File: config.mk
export PLATFORM = sky130hd
export DESIGN_NAME = sorcerer_cass_encoder
export DESIGN_NICKNAME = d
export VERILOG_FILES = /design/src/rtl/sorcerer_cass_encoder.sv
export SDC_FILE = /design/constraint.sdc
export NUM_CORES = 1
export LEC_CHECK = 0
export ABC_AREA = 0
export CORE_MARGIN = 3
export CORE_UTILIZATION = 25
export CTS_CLUSTER_DIAMETER = 120
export DETAILED_ROUTE_END_ITERATION = 16
export PLACE_DENSITY = 0.43
export SLEW_MARGIN = 40
export SYNTH_ARGS = -nofsm -noshare
export SYNTH_HDL_FRONTEND = slang
export SYNTH_SLANG_ARGS = --single-unit
File: constraint.sdc
create_clock -name CLK12 -period 1.94 [get_ports CLK12]
set_clock_uncertainty 0.15 [all_clocks]
set_input_delay 0.388 -clock CLK12 [delete_from_list [all_inputs] [get_ports CLK12]]
set_output_delay 0.388 -clock CLK12 [all_outputs]
set_load 0.03 [all_outputs]
File: src/rtl/sorcerer_cass_encoder.sv
// ---------------------------------------------------------------------------
// sorcerer_cass_encoder
//   Cassette write-side FSK encoder. Turns the UART serial output into a
//   phase-continuous square wave whose half-periods match the read decoder's
//   thresholds, so CASS_OUT looped back into CASS_IN reproduces the bit stream.
//
// Ports
//   CLK12      in   12 MHz system clock
//   RESET      in   synchronous, active-high reset
//   CEN_38400  in   one-cycle tick enable (38.4 kHz nominal)
//   ENABLE     in   run enable (motor control); 0 forces IDLE every cycle
//   BAUD_SEL   in   0 = 300 baud, 1 = 1200 baud (sampled at cell start)
//   TX_BIT     in   UART serial output, idle high
//   CASS_OUT   out  FSK square wave
//   CUR_BIT    out  bit value encoded in the current cell
//   BIT_CELL   out  one-cycle pulse following each cell start
// ---------------------------------------------------------------------------
module sorcerer_cass_encoder (
    input  logic CLK12,
    input  logic RESET,
    input  logic CEN_38400,
    input  logic ENABLE,
    input  logic BAUD_SEL,
    input  logic TX_BIT,
    output logic CASS_OUT,
    output logic CUR_BIT,
    output logic BIT_CELL
);

    typedef enum logic {
        S_IDLE = 1'b0,
        S_RUN  = 1'b1
    } state_t;

    state_t     r_state, w_state_nxt;
    logic       r_tx_d;
    logic       r_baud, w_baud_nxt;
    logic [6:0] r_cell_cnt, w_cell_cnt_nxt;
    logic [4:0] r_half_cnt, w_half_cnt_nxt;
    logic       r_cass, w_cass_nxt;
    logic       r_cur, w_cur_nxt;
    logic       r_pulse, w_pulse_nxt;
    logic [6:0] w_cell_last;
    logic [4:0] w_half_last;
    logic       w_cell_start;

    // TX_BIT capture stage; a sampling register only, so it carries no reset.
    always_ff @(posedge CLK12) begin
        r_tx_d <= TX_BIT;
    end

    // Terminal counts come from the baud latched at cell start, never from
    // the live BAUD_SEL, so a mid-cell baud change waits for the next cell.
    always_comb begin
        w_cell_last = r_baud ? 7'd31 : 7'd127;
        unique case ({r_baud, r_cur})
            2'b01:   w_half_last = 5'd7;   // 300 baud mark, 2400 Hz
            2'b00:   w_half_last = 5'd15;  // 300 baud space, 1200 Hz
            2'b11:   w_half_last = 5'd15;  // 1200 baud mark, 1200 Hz
            default: w_half_last = 5'd31;  // 1200 baud space, 600 Hz
        endcase
    end

    always_comb begin
        w_state_nxt    = r_state;
        w_baud_nxt     = r_baud;
        w_cell_cnt_nxt = r_cell_cnt;
        w_half_cnt_nxt = r_half_cnt;
        w_cass_nxt     = r_cass;
        w_cur_nxt      = r_cur;
        w_pulse_nxt    = 1'b0;
        w_cell_start   = 1'b0;

        if (!ENABLE) begin
            w_state_nxt    = S_IDLE;
            w_cell_cnt_nxt = 7'd0;
            w_half_cnt_nxt = 5'd0;
            w_cass_nxt     = 1'b0;
            w_cur_nxt      = 1'b1;
        end else if (CEN_38400) begin
            // IDLE with ENABLE high means no tick has been seen since enable,
            // so the first tick always opens a cell.
            w_cell_start = (r_state == S_IDLE) ||
                           (r_cell_cnt == w_cell_last) ||
                           (r_tx_d != r_cur);
            w_state_nxt  = S_RUN;
            if (w_cell_start) begin
                w_cell_cnt_nxt = 7'd0;
                w_half_cnt_nxt = 5'd0;
                w_cur_nxt      = r_tx_d;
                w_baud_nxt     = BAUD_SEL;
                w_cass_nxt     = ~r_cass;
                w_pulse_nxt    = 1'b1;
            end else begin
                w_cell_cnt_nxt = r_cell_cnt + 7'd1;
                // A half-period ending on the cell boundary is absorbed by
                // the cell-start toggle above, keeping the tone continuous.
                if (r_half_cnt == w_half_last) begin
                    w_half_cnt_nxt = 5'd0;
                    w_cass_nxt     = ~r_cass;
                end else begin
                    w_half_cnt_nxt = r_half_cnt + 5'd1;
                end
            end
        end
    end

    always_ff @(posedge CLK12) begin
        if (RESET) begin
            r_state    <= S_IDLE;
            r_baud     <= 1'b0;
            r_cell_cnt <= 7'd0;
            r_half_cnt <= 5'd0;
            r_cass     <= 1'b0;
            r_cur      <= 1'b1;
            r_pulse    <= 1'b0;
        end else begin
            r_state    <= w_state_nxt;
            r_baud     <= w_baud_nxt;
            r_cell_cnt <= w_cell_cnt_nxt;
            r_half_cnt <= w_half_cnt_nxt;
            r_cass     <= w_cass_nxt;
            r_cur      <= w_cur_nxt;
            r_pulse    <= w_pulse_nxt;
        end
    end

    assign CASS_OUT = r_cass;
    assign CUR_BIT  = r_cur;
    assign BIT_CELL = r_pulse;

endmodule

* Yosys cells after proc, flatten, opt, wreduce, memory -nomap -nowiden
Cells that the tools add are included.
Storage, ports and cells: bits in registers 18, input port bits 6, output and inout port bits 3, word-level logic and storage cells 37
Operators by class: add/sub/neg operators 2, equality and inequality tests 5, multiplexer cells 8, bitwise gates (word level) 4, reductions and logical operators 10
Operators with widths (count):
- 7-bit two-way mux | 2
- 5-bit two-way mux | 2
- 5-bit one-hot mux with 2 select lines | 1
- 7-bit by 1-bit adder with 7-bit output (second input constant) | 1
- 7-bit == test | 1
- 5-bit by 1-bit adder with 5-bit output (second input constant) | 1
- 5-bit == test | 1
- 1-bit NOT | 4
- 2-bit AND reduction | 2
- 2-bit OR reduction | 2
- 1-bit two-way mux | 3
- 3-bit AND reduction | 1
- 3-bit OR reduction | 1
- 2-bit by 1-bit == test with 1-bit output (second input constant) | 1
- 2-bit == test (second input constant) | 1
- 2-bit logical NOT | 1
- 1-bit logical OR | 2
- 2-bit nonzero test | 1
- 1-bit inequality test | 1

* Logic depth before layout (Yosys ltp)
Gate-level depths: netlist (run 1).
depth after elaboration 6, mapped depth 6, depth with buffers taken out 6

* Worst setup path before layout (run 1)
OpenSTA, ideal clock, no wires.
path kind register to register, start register r_cell_cnt[0], end register r_half_cnt[0], setup time 0.065 ns, arrival time 1.331 ns, data required time 1.725 ns, slack 0.395 ns, stages on the path, launching flop included 7, path buffers 0, clock period less this slack 1.545 ns, cell sequence dfxtp_1 > ha_1 > and3_1 > and2b_1 > a22oi_4 > nand3_1 > nor2_1
Between the ends: word-level cells in the longest chain between the ends 4
RTL lines:
- start: declaration | line 38 | logic [6:0] r_cell_cnt, w_cell_cnt_nxt;
- start signal: assignment | line 120 | r_cell_cnt <= w_cell_cnt_nxt;
- 7-bit == test | line 84 | (r_cell_cnt == w_cell_last) ||
- 1-bit logical OR | line 83 | w_cell_start = (r_state == S_IDLE) ||
- 1-bit logical OR | line 84
- 5-bit two-way mux | line 87 | if (w_cell_start) begin
- end signal: assignment | line 121 | r_half_cnt <= w_half_cnt_nxt;
- end: declaration | line 39 | logic [4:0] r_half_cnt, w_half_cnt_nxt;
Every way passes these cells. A chain may end at the register's enable or synchronous reset.

* Worst setup path in the final report (run 1)
start register r_pulse, in the netlist BIT_CELL, end output port BIT_CELL
RTL lines:
- start: declaration | line 42 | logic r_pulse, w_pulse_nxt;
- start signal: assignment | line 124 | r_pulse <= w_pulse_nxt;
- end: declaration | line 27 | output logic BIT_CELL
No word-level cell between the ends.

==> results of run 1 <==
-- metrics by stage --
step	hold slack [ps]	instance area [um^2]	instances	power [mW]	util
5_1_grt	349	953	138	0.712	0.331
4_1_cts	337	951	138	0.690	0.331
3_5_place_dp	312	916	134	0.451	0.318
3_3_place_gp	304	916	134	0.450	0.318
6_report	333	953	138	0.676	0.331
2_1_floorplan	266	781	84	0.425	-
-- flip-flops by register name, summed over array words and instances, names as in the netlist --
| name | count |
|---|---|
| r_half_cnt | 5 |
| r_cell_cnt | 7 |
| r_baud | 1 |
| r_state | 1 |
| CASS_OUT | 1 |
| r_tx_d | 1 |
| CUR_BIT | 1 |
| BIT_CELL | 1 |
-- per-layer routing --
metal | track usage | vias up | routed length (um)
li1 | - | 310 | -
met5 | 0 | - | 0
met1 | 0.115 | 241 | 759
met2 | 0.130 | 10 | 575
met3 | 0.0455 | 2 | 89
met4 | 0.0273 | 0 | 23
-- timing repair --
action,4_1_cts,5_1_grt
resized for setup,1,1
pin swaps,0,0
hold buffers,0,0
endpoints found under the setup margin,1,1
-- synth_stat cells (2+ instances only) --
cell type   n  share of area
dfxtp_1    18           0.46
nor2_1     17          0.082
nand2_1     8          0.038
xor2_1      7          0.079
nand2b_1    4          0.032
xnor2_1     4          0.045
mux2i_1     3          0.038
nand4_1     3          0.024
a21oi_1     2          0.013
ha_1        2          0.032
nand3_1     2          0.013
-- worst min-delay path: stages, from the launching register on --
cell     delay, ps
dfxtp_1        320
nor2_1          80
nor2_1          40
-- power by group through the flow --
stage / logic (mW) / clock network, mW / registers (mW)
after floorplan: 0.0299 / 0 / 0.395
after global placement: 0.0588 / 0 / 0.392
after detailed placement: 0.0588 / 0 / 0.392
after CTS: 0.0589 / 0.248 / 0.383
after global routing: 0.0639 / 0.264 / 0.384
final: 0.0580 / 0.235 / 0.383
-- worst max-delay path by stage --
stage | start | endpoint | slack, ps | cells after the start
final | BIT_CELL | BIT_CELL | 130 | 1
after global routing | r_cell_cnt[0] | r_cell_cnt[5] | 30 | 6
after CTS | CASS_OUT | CASS_OUT | 30 | 1
after detailed placement | CEN_38400 | r_half_cnt[1] | -40 | 6
after global placement | CEN_38400 | r_half_cnt[1] | 3 | 6
after floorplan | r_cell_cnt[0] | r_half_cnt[0] | 390 | 6
-- cells by family after synthesis --
group | count (synthesis)
AO/OA/AOI/OAI | 8
flip-flops | 18
multiplexers | 3
XOR/XNOR | 11
adder cells (fa/ha/maj) | 2
buffers and inverters | 2
AND/OR/NAND/NOR | 40
-- cell type report --
| cell class | instances | area (um^2) | share of cell area |
|---|---|---|---|
| Multi-Input combinational cell | 64 | 412 | 0.432 |
| Sequential cell | 18 | 360 | 0.378 |
| Timing Repair Buffer | 9 | 88.8 | 0.0932 |
| Tap cell | 42 | 52.6 | 0.0551 |
| Clock buffer | 4 | 36.3 | 0.0381 |
| Inverter | 1 | 3.75 | 0.00394 |
==> impl_results.md, run 1 <==
- Outcome: complete, no violations
- Die height: 61.9 um
- PD cells: 709 mW/mm^2
- I/O pins: 9
- WS Path Type: reg -> out
- Mapped Cells: 84
- Level count of the clock H-tree: 1
- Number of synthesized flops with an enable pin: 0
- Drt total wl: 1450 um
- Vias: 563
- Nets@finish: 105
- Port Buf Inserts: 8
- Mapped Nets: 92
- # fillers: 304
- Setup Buffers After CTS: 0
- Vias in the first global route: 528
- Hold EP: r_state
- Family with the most delay on the worst path: buffers and inverters
- Async set-or-reset flop fraction in the synthesized netlist: 0
- Area grow syn2layout: 22.1%
- Max-slew violations: 0
- GPL Wtd Cong: 0.694
- #FFs+latches synth: 18
- Initial antenna violation count: 0
- DP Wirelength: 1070 um
- Worst path bufs/invs: 1
- Layout cells sized above 1: 0.0729
- Xor-xnor portion of the synthesized cell area: 0.123
- Vias/cell: 4.08
- Synthesized area: 781 um^2
- Share of power burned in registers: 0.567
- Core area: 0.00288 mm^2
- Wirelength per Cell: 10.5 um
- Final hold violations: 0
- Number of routed nets with antenna violations: 0
- Yosys cell types: 25
- Largest net degree at the start of global routing: 14
- Clock transition at path regs: 100 ps
- Minimum clock period: 1810 ps
- Leading cell type in the layout, fill and taps excluded: dfxtp_1
- Worst setup SP type: flip-flop
- Die area: 0.00383 mm^2
- Worst setup EP type: primary output
- Clk_lat worst skew: 290 ps
- DR iter-0 viols: 27
- Compound-gate portion of the synthesized area: 0.0849
- First-pass GRT wire length: 2400 um
- TritonCTS Buffers: 3
- Post-synthesis mux area share: 0.0385
- Gr ovfl total: 0
- Root buffer cell: clkbuf_4
- Peak supply drop: 354 uV
- Sequential-to-total area share from yosys stat: 0.462
- Syn. warnings: 0
- Most frequent cells in the layout: dfxtp_1 (18), nor2_1 (17), nand2_1 (8), xor2_1 (7), clkdlybuf4s50_1 (6)
- Crit-path slowest cell: clkdlybuf4s50_1
- Switching fraction of total power: 0.231
- P_sw: 0.156 mW
- Crit-path max cell delay: 660 ps
- Starting density of the core: 0.271
- Worst hold path type: reg -> reg
- CTS sink count: 18
- Critical-path cell list: clkdlybuf4s50_1
- Pre-CTS setup slack: -36.6 ps
- CP Max Fanout: 1
- Slew of the pin with the lowest slew margin: 316 ps
- RSZ-0062 raised after global routing: no
- Final Cycle Share: 0.932
- R2r endpoint: r_half_cnt[1]
- Pleak: 0.358 nW
- Largest family of logic cells by synthesized area: simple AND/OR/NAND/NOR gates
- Setup TNS Final: 0 ps
- TritonCTS clock tree: built
- Remaining DRCs: 0
- 1st-pass router iterations: 2
- Setup ws final: 132 ps
- Synth Area per Inst: 9.29 um^2
- Internal: 0.520 mW
- Clock group share of total power: 0.347
- Worst Hold Launch: r_state
- Worst r2r src: r_cell_cnt[0]
- # setup viols final: 0
- Worst R2R Setup Slack: 200 ps
- Rows: 19
- Number of max-cap violations: 0
- Primary FF master, synth: dfxtp_1
- R2r worst-path depth: 6
- Area share of and/or/nand/nor cells after synthesis: 0.248
- Fmax: 553 MHz
- Max Root-Sink Buffers: 2
- Adder-cell share of the synthesized area: 0.0321
- Antenna diode count: 0
- Logic pwr share: 0.086
- Gr usage total: 0.0894
- Crit path DAT: 1270 ps
- Die width: 61.9 um
- Slew HR: 0.789
- Hold Path Depth: 2
- Worst EP required: 1400 ps
No activity file was read; power rests on OpenSTA's default activity.
==> run 2, diff against run 1 <==
--- a/config.mk
+++ b/config.mk
@@ -6,11 +6,14 @@
 export NUM_CORES = 1
 export LEC_CHECK = 0
 export ABC_AREA = 0
+export ABC_CLOCK_PERIOD_IN_PS = 1940
+export CELL_PAD_IN_SITES_DETAIL_PLACEMENT = 0
+export CELL_PAD_IN_SITES_GLOBAL_PLACEMENT = 1
 export CORE_MARGIN = 3
 export CORE_UTILIZATION = 25
 export CTS_CLUSTER_DIAMETER = 120
 export DETAILED_ROUTE_END_ITERATION = 16
-export PLACE_DENSITY = 0.43
+export PLACE_DENSITY = 0.52
 export SLEW_MARGIN = 40
 export SYNTH_ARGS = -nofsm -noshare
 export SYNTH_HDL_FRONTEND = slang
==> run 2 against run 1 <==
  * Via count increased by 2.8%
  * Setup slack improved by 2.3 ps
  * Count of clock-buffer cells in the layout unchanged
  * Register-to-register slack improved by 20 ps
  * Critical path type unchanged
  * Hold slack lost 5.6 ps
==> impl_results.md, run 2 (synthesis gave the netlist of run 1 again) <==
- Final Instance Area: 953 um^2
- Wirelength per Cell: 10.2 um
- Slew of the pin with the lowest slew margin: 325 ps
- Drt total wl: 1410 um
- Worst setup SP type: flip-flop
- Max FFs per register: 7
- # setup viols final: 0
- Slew HR: 0.783
- Inst Count DP: 134
- First-pass GRT wire length: 2390 um
- I/O pins: 9
- Hold EP: r_state
- R2r endpoint: r_cell_cnt[1]
- Max-slew violations: 0
- Critical-path cell list: clkdlybuf4s50_1
- Most frequent cells in the layout: dfxtp_1 (18), nor2_1 (17), nand2_1 (8), xor2_1 (7), clkdlybuf4s50_1 (6)
- GPL Wtd Cong: 0.667
- Die area: 0.00383 mm^2
- Remaining DRCs: 0
- Pre-CTS setup slack: -45.7 ps
- Largest Register: r_cell_cnt
- Starting density of the core: 0.271
- Number of max-cap violations: 0
- Clock transition at path regs: 100 ps
- TritonCTS Buffers: 3
- Level count of the clock H-tree: 1
- Number of routed nets with antenna violations: 0
- CP Max Fanout: 1
- Biggest regs: r_cell_cnt (7), r_half_cnt (5)
- Hold Path Depth: 2
- Minimum clock period: 1810 ps
- Vias in the first global route: 561
- R2r worst-path depth: 6
- Final hold violations: 0
- Worst r2r src: r_cell_cnt[0]
- Gr usage total: 0.0884
- Core area: 0.00288 mm^2
- Die width: 61.9 um
- Placed Area: 916 um^2
- Pleak: 0.358 nW
- Worst path bufs/invs: 1
- Die height: 61.9 um
- Outcome: complete, no violations
- CTS sink count: 18
- PD cells: 703 mW/mm^2
- # fillers: 303
- Hold_ws: 328 ps
- Final Cycle Share: 0.931
- Worst Hold Launch: r_state
- Worst R2R Setup Slack: 220 ps
- DP Wirelength: 1070 um
- Antenna diode count: 0
- Area grow syn2layout: 22.1%
- Non-filler cells, final: 138
- Crit-path slowest cell: clkdlybuf4s50_1
- Layout cells sized above 1: 0.0729
- Root buffer cell: clkbuf_4
- Crit-path max cell delay: 660 ps
- Gr ovfl total: 0
- Port Buf Inserts: 8
- WS Path Type: reg -> out
- Crit path DAT: 1270 ps
- Clk_lat worst skew: 290 ps
- Worst hold path type: reg -> reg
- Vias/cell: 4.20
- RSZ-0062 raised after global routing: no
- TritonCTS clock tree: built
- Setup Buffers After CTS: 0
- Worst EP required: 1400 ps
- Setup ws final: 134 ps
- Peak supply drop: 399 uV
- Vias: 579
- Initial antenna violation count: 0
- Max Root-Sink Buffers: 2
- 1st-pass router iterations: 2
- Rows: 19
- DR iter-0 viols: 18
- Family with the most delay on the worst path: buffers and inverters
- Worst setup EP type: primary output
- Cts hold-fix bufs: 0
- Leading cell type in the layout, fill and taps excluded: dfxtp_1
- Fmax: 554 MHz
- Core Util, Final: 0.331
- Nets@finish: 105
- Largest net degree at the start of global routing: 14
==> run 2: cell counts in the layout (fill, tap and decap cells not counted) <==
Identical to the previous run, type by type.
==> run 2: per-stage QoR <==
| step | setup TNS [ps] | total power, mW |
|---|---|---|
| after floorplan | 0 | 0.425 |
| after global placement | -59.5 | 0.451 |
| after detailed placement | -362 | 0.451 |
| after CTS | 0 | 0.689 |
| after global routing | 0 | 0.715 |
| final | 0 | 0.670 |
==> run 2: timing repair <==
item	4_1_cts	5_1_grt
gates resized for setup	1	1
cloned	0	0
endpoints found under the setup margin	1	1
==> run 2: tightest hold or removal path: stages (launching register included) <==
cell,delay (ps)
dfxtp_1,330
nor2_1,80
nor2_1,40
==> run 2: worst max path at each step <==
stage | to | from | slack, ps | cells past startpoint
5_1_grt | BIT_CELL | BIT_CELL | 70 | 1
3_5_place_dp | r_half_cnt[2] | CEN_38400 | -50 | 6
6_report | BIT_CELL | BIT_CELL | 130 | 1
2_1_floorplan | r_half_cnt[0] | r_cell_cnt[0] | 390 | 6
3_3_place_gp | r_half_cnt[1] | CEN_38400 | -10 | 6
4_1_cts | CASS_OUT | CASS_OUT | 40 | 1
==> run 2: report_power, final <==
part / internal, mW / leakage [nW] / total (mW) / switching, mW
Combinational: 0.0285 / 0.190 / 0.0575 / 0.0290
Sequential: 0.377 / 0.146 / 0.383 / 0.00633
Clock: 0.114 / 0.0210 / 0.229 / 0.115
Total: 0.520 / 0.358 / 0.670 / 0.150
==> run 2: layout make-up <==
type	count	area, um^2	share of cell area
multi-input combinational	64	412	0.432
sequential	18	360	0.378
timing repair buffer	9	88.8	0.0932
tap	42	52.6	0.0551
clock buffer	4	36.3	0.0381
inverter	1	3.75	0.00394
==> run 2: routing by layer <==
metal | global-route usage | routed length (um) | part of all wire
met5 | 0 | 0 | 0
met3 | 0.0496 | 52 | 0.037
met4 | 0.0273 | 12 | 0.0085
met1 | 0.0986 | 679 | 0.48
met2 | 0.143 | 667 | 0.47
==> run 3, diff against run 2 <==
--- a/config.mk
+++ b/config.mk
@@ -5,15 +5,16 @@
 export SDC_FILE = /design/constraint.sdc
 export NUM_CORES = 1
 export LEC_CHECK = 0
-export ABC_AREA = 0
+export ABC_AREA = 1
 export ABC_CLOCK_PERIOD_IN_PS = 1940
 export CELL_PAD_IN_SITES_DETAIL_PLACEMENT = 0
 export CELL_PAD_IN_SITES_GLOBAL_PLACEMENT = 1
 export CORE_MARGIN = 3
-export CORE_UTILIZATION = 25
+export CORE_UTILIZATION = 38
 export CTS_CLUSTER_DIAMETER = 120
 export DETAILED_ROUTE_END_ITERATION = 16
-export PLACE_DENSITY = 0.52
+export GPL_TIMING_DRIVEN = 0
+export PLACE_DENSITY = 0.76
 export SLEW_MARGIN = 40
 export SYNTH_ARGS = -nofsm -noshare
 export SYNTH_HDL_FRONTEND = slang
==> run 3 against run 2 <==
  * Register-to-register slack better by 190 ps
  * Wire length shrank 4.5%
  * Global-route usage up 3.7 points
  * Cell count is 2.2% higher
  * Setup slack worse by 25 ps
  * Critical path type unchanged
  * First-iteration DRC count is 39% lower
  * Critical endpoint is now CASS_OUT
  * Total power down 7.7%
==> impl_results.md, run 3 <==
- Outcome: complete, no violations
- Wirelength per Cell: 9.57 um
- PD cells: 680 mW/mm^2
- RSZ-0062 raised after global routing: no
- Slew of the pin with the lowest slew margin: 443 ps
- Family with the most delay on the worst path: buffers and inverters
- Biggest regs: r_cell_cnt (7), r_half_cnt (5)
- Vias/cell: 4.62
- Critical-path cell list: clkdlybuf4s50_1
- Synthesized area: 773 um^2
- Core area: 0.00182 mm^2
- Synth area leader: dfxtp_1
- TritonCTS Buffers: 3
- Number of routed nets with antenna violations: 0
- Yosys cell types: 17
- Starting density of the core: 0.425
- Slew HR: 0.705
- Crit-path slowest cell: clkdlybuf4s50_1
- Inst Count DP: 138
- Syn. warnings: 0
- Die area: 0.00261 mm^2
- Die width: 51.1 um
- Worst path bufs/invs: 1
- Worst hold path type: reg -> reg
- 1st-pass router iterations: 3
- Sequential-to-total area share from yosys stat: 0.466
- Pre-CTS setup slack: -14.9 ps
- Max-slew violations: 0
- Mapped Nets: 113
- Antenna diode count: 0
- Max FFs per register: 7
- Mapped Cells: 105
- Fmax: 546 MHz
- Clk_lat worst skew: 290 ps
- Number of max-cap violations: 0
- CP Max Fanout: 2
- Vias: 651
- Area grow syn2layout: 17.6%
- Clock transition at path regs: 90 ps
- Vias in the first global route: 595
- I/O pins: 9
- Top-count cell post-synth: nor2_1
- Leading cell type in the layout, fill and taps excluded: nor2_1
- WS Path Type: reg -> out
- Gr ovfl total: 0
- #FFs+latches synth: 18
- Worst setup SP type: flip-flop
- Pleak: 0.371 nW
- Drt total wl: 1350 um
- CTS sink count: 18
- Non-filler cells, final: 141
- Dominant cells by area after synthesis: dfxtp_1 (47%), nor2_1 (11%), nand2_1 (9.7%)
- TritonCTS clock tree: built
- Gr usage total: 0.126
- Worst EP required: 1400 ps
- Post-synth top cells: nor2_1 (22), nand2_1 (20), dfxtp_1 (18), inv_1 (8)
- Max Root-Sink Buffers: 2
- Setup ws final: 109 ps
- Largest Register: r_cell_cnt
- Tot Pwr: 0.619 mW
- Peak supply drop: 501 uV
- First-pass GRT wire length: 2410 um
- Final Cycle Share: 0.944
- Hold_ws: 326 ps
- Primary FF master, synth: dfxtp_1
- Layout cells sized above 1: 0.0603
- Final hold violations: 0
- Root buffer cell: clkbuf_4
- Crit-path max cell delay: 670 ps
- GPL Wtd Cong: 0.709
- Initial antenna violation count: 0
- Port Buf Inserts: 8
- Most frequent cells in the layout: nor2_1 (22), nand2_1 (20), dfxtp_1 (18), inv_1 (8)
- Rows: 15
- Worst setup EP type: primary output
- Level count of the clock H-tree: 1
- DP Wirelength: 1070 um
- Worst R2R Setup Slack: 410 ps
- Die height: 51.1 um
- Remaining DRCs: 0
- Setup Buffers After CTS: 0
- Synth Area per Inst: 7.36 um^2
- Number of synthesized flops with an enable pin: 0
- # setup viols final: 0
- Async set-or-reset flop fraction in the synthesized netlist: 0
- Crit path DAT: 1290 ps
- Nets@finish: 126
- DR iter-0 viols: 11
- Minimum clock period: 1830 ps
- Largest net degree at the start of global routing: 11
- Yosys top cell area share: 0.466
## run 3: changes by cell type in the layout (fill, tap and decap cells not counted), sizes merged, moves of 5 or more
cell,change
nor2,+6
nand2,+12
a21oi,+5
inv,+8
nand3,+5
nor3,+7
## run 3: through the flow
| step | cell area (um^2) | utilization | setup TNS (ps) |
|---|---|---|---|
| after floorplan | 773 | - | 0 |
| after global placement | 885 | 0.486 | -65.5 |
| after detailed placement | 885 | 0.486 | -26.3 |
| after CTS | 907 | 0.498 | 0 |
| after global routing | 910 | 0.500 | 0 |
| final | 910 | 0.500 | 0 |
## run 3: where the power goes
part	switching (mW)	internal, mW
Clock	0.102	0.0721
Combinational	0.0350	0.0260
Sequential	0.00572	0.378
Total	0.142	0.476
## run 3: path summary, 6_finish.rpt
| path | startpoint | endpoint | depth (start not counted) |
|---|---|---|---|
| worst max-delay path | CASS_OUT | CASS_OUT | 1 |
| worst min-delay path | r_state | r_state | 2 |
| worst max register to register | r_cell_cnt[0] | r_cell_cnt[4] | 8 |
| worst min register to register | r_state | r_state | 2 |
## run 3: repair_timing
| item | in CTS | in global routing |
|---|---|---|
| endpoints found under the setup margin | 0 | 1 |
| hold buffers | 0 | 0 |
| gates resized for setup | 0 | 1 |
## run 3: kinds of logic after synthesis
| kind of cell | synth area share |
|---|---|
| and+or+nand+nor | 0.327 |
| AOI/OAI and AO/OA | 0.0582 |
| buffers and inverters | 0.0485 |
| xor gates and xnor gates | 0.0680 |
| DFF | 0.466 |
| adders and majority gates | 0.0324 |
## run 3: final cells by class
type                       instances  area [um^2]
buffer                             1         3.75
clock buffer                       3         22.5
fill                             194          911
inverter                           9         33.8
multi-input combinational         77          375
sequential                        18          360
tap                               25         31.3
timing repair buffer               8         82.6
## run 3: metal layers
layer | vias up | share of wire | GRT usage
met1 | 283 | 0.48 | 0.147
met2 | 8 | 0.46 | 0.200
li1 | 358 | - | -
met4 | 0 | 0.013 | 0.0538
met5 | - | 0 | 0
met3 | 2 | 0.044 | 0.0525
## run 3: worst register-to-register path, stage by stage, from the launching register on
cell and delay, ps:
dfxtp_1 370, ha_1 180, nand2_1 90, nor2_1 100, nand2_1 60, nand2_1 100
nand2_1 120, nand2_2 190, nor3_1 60
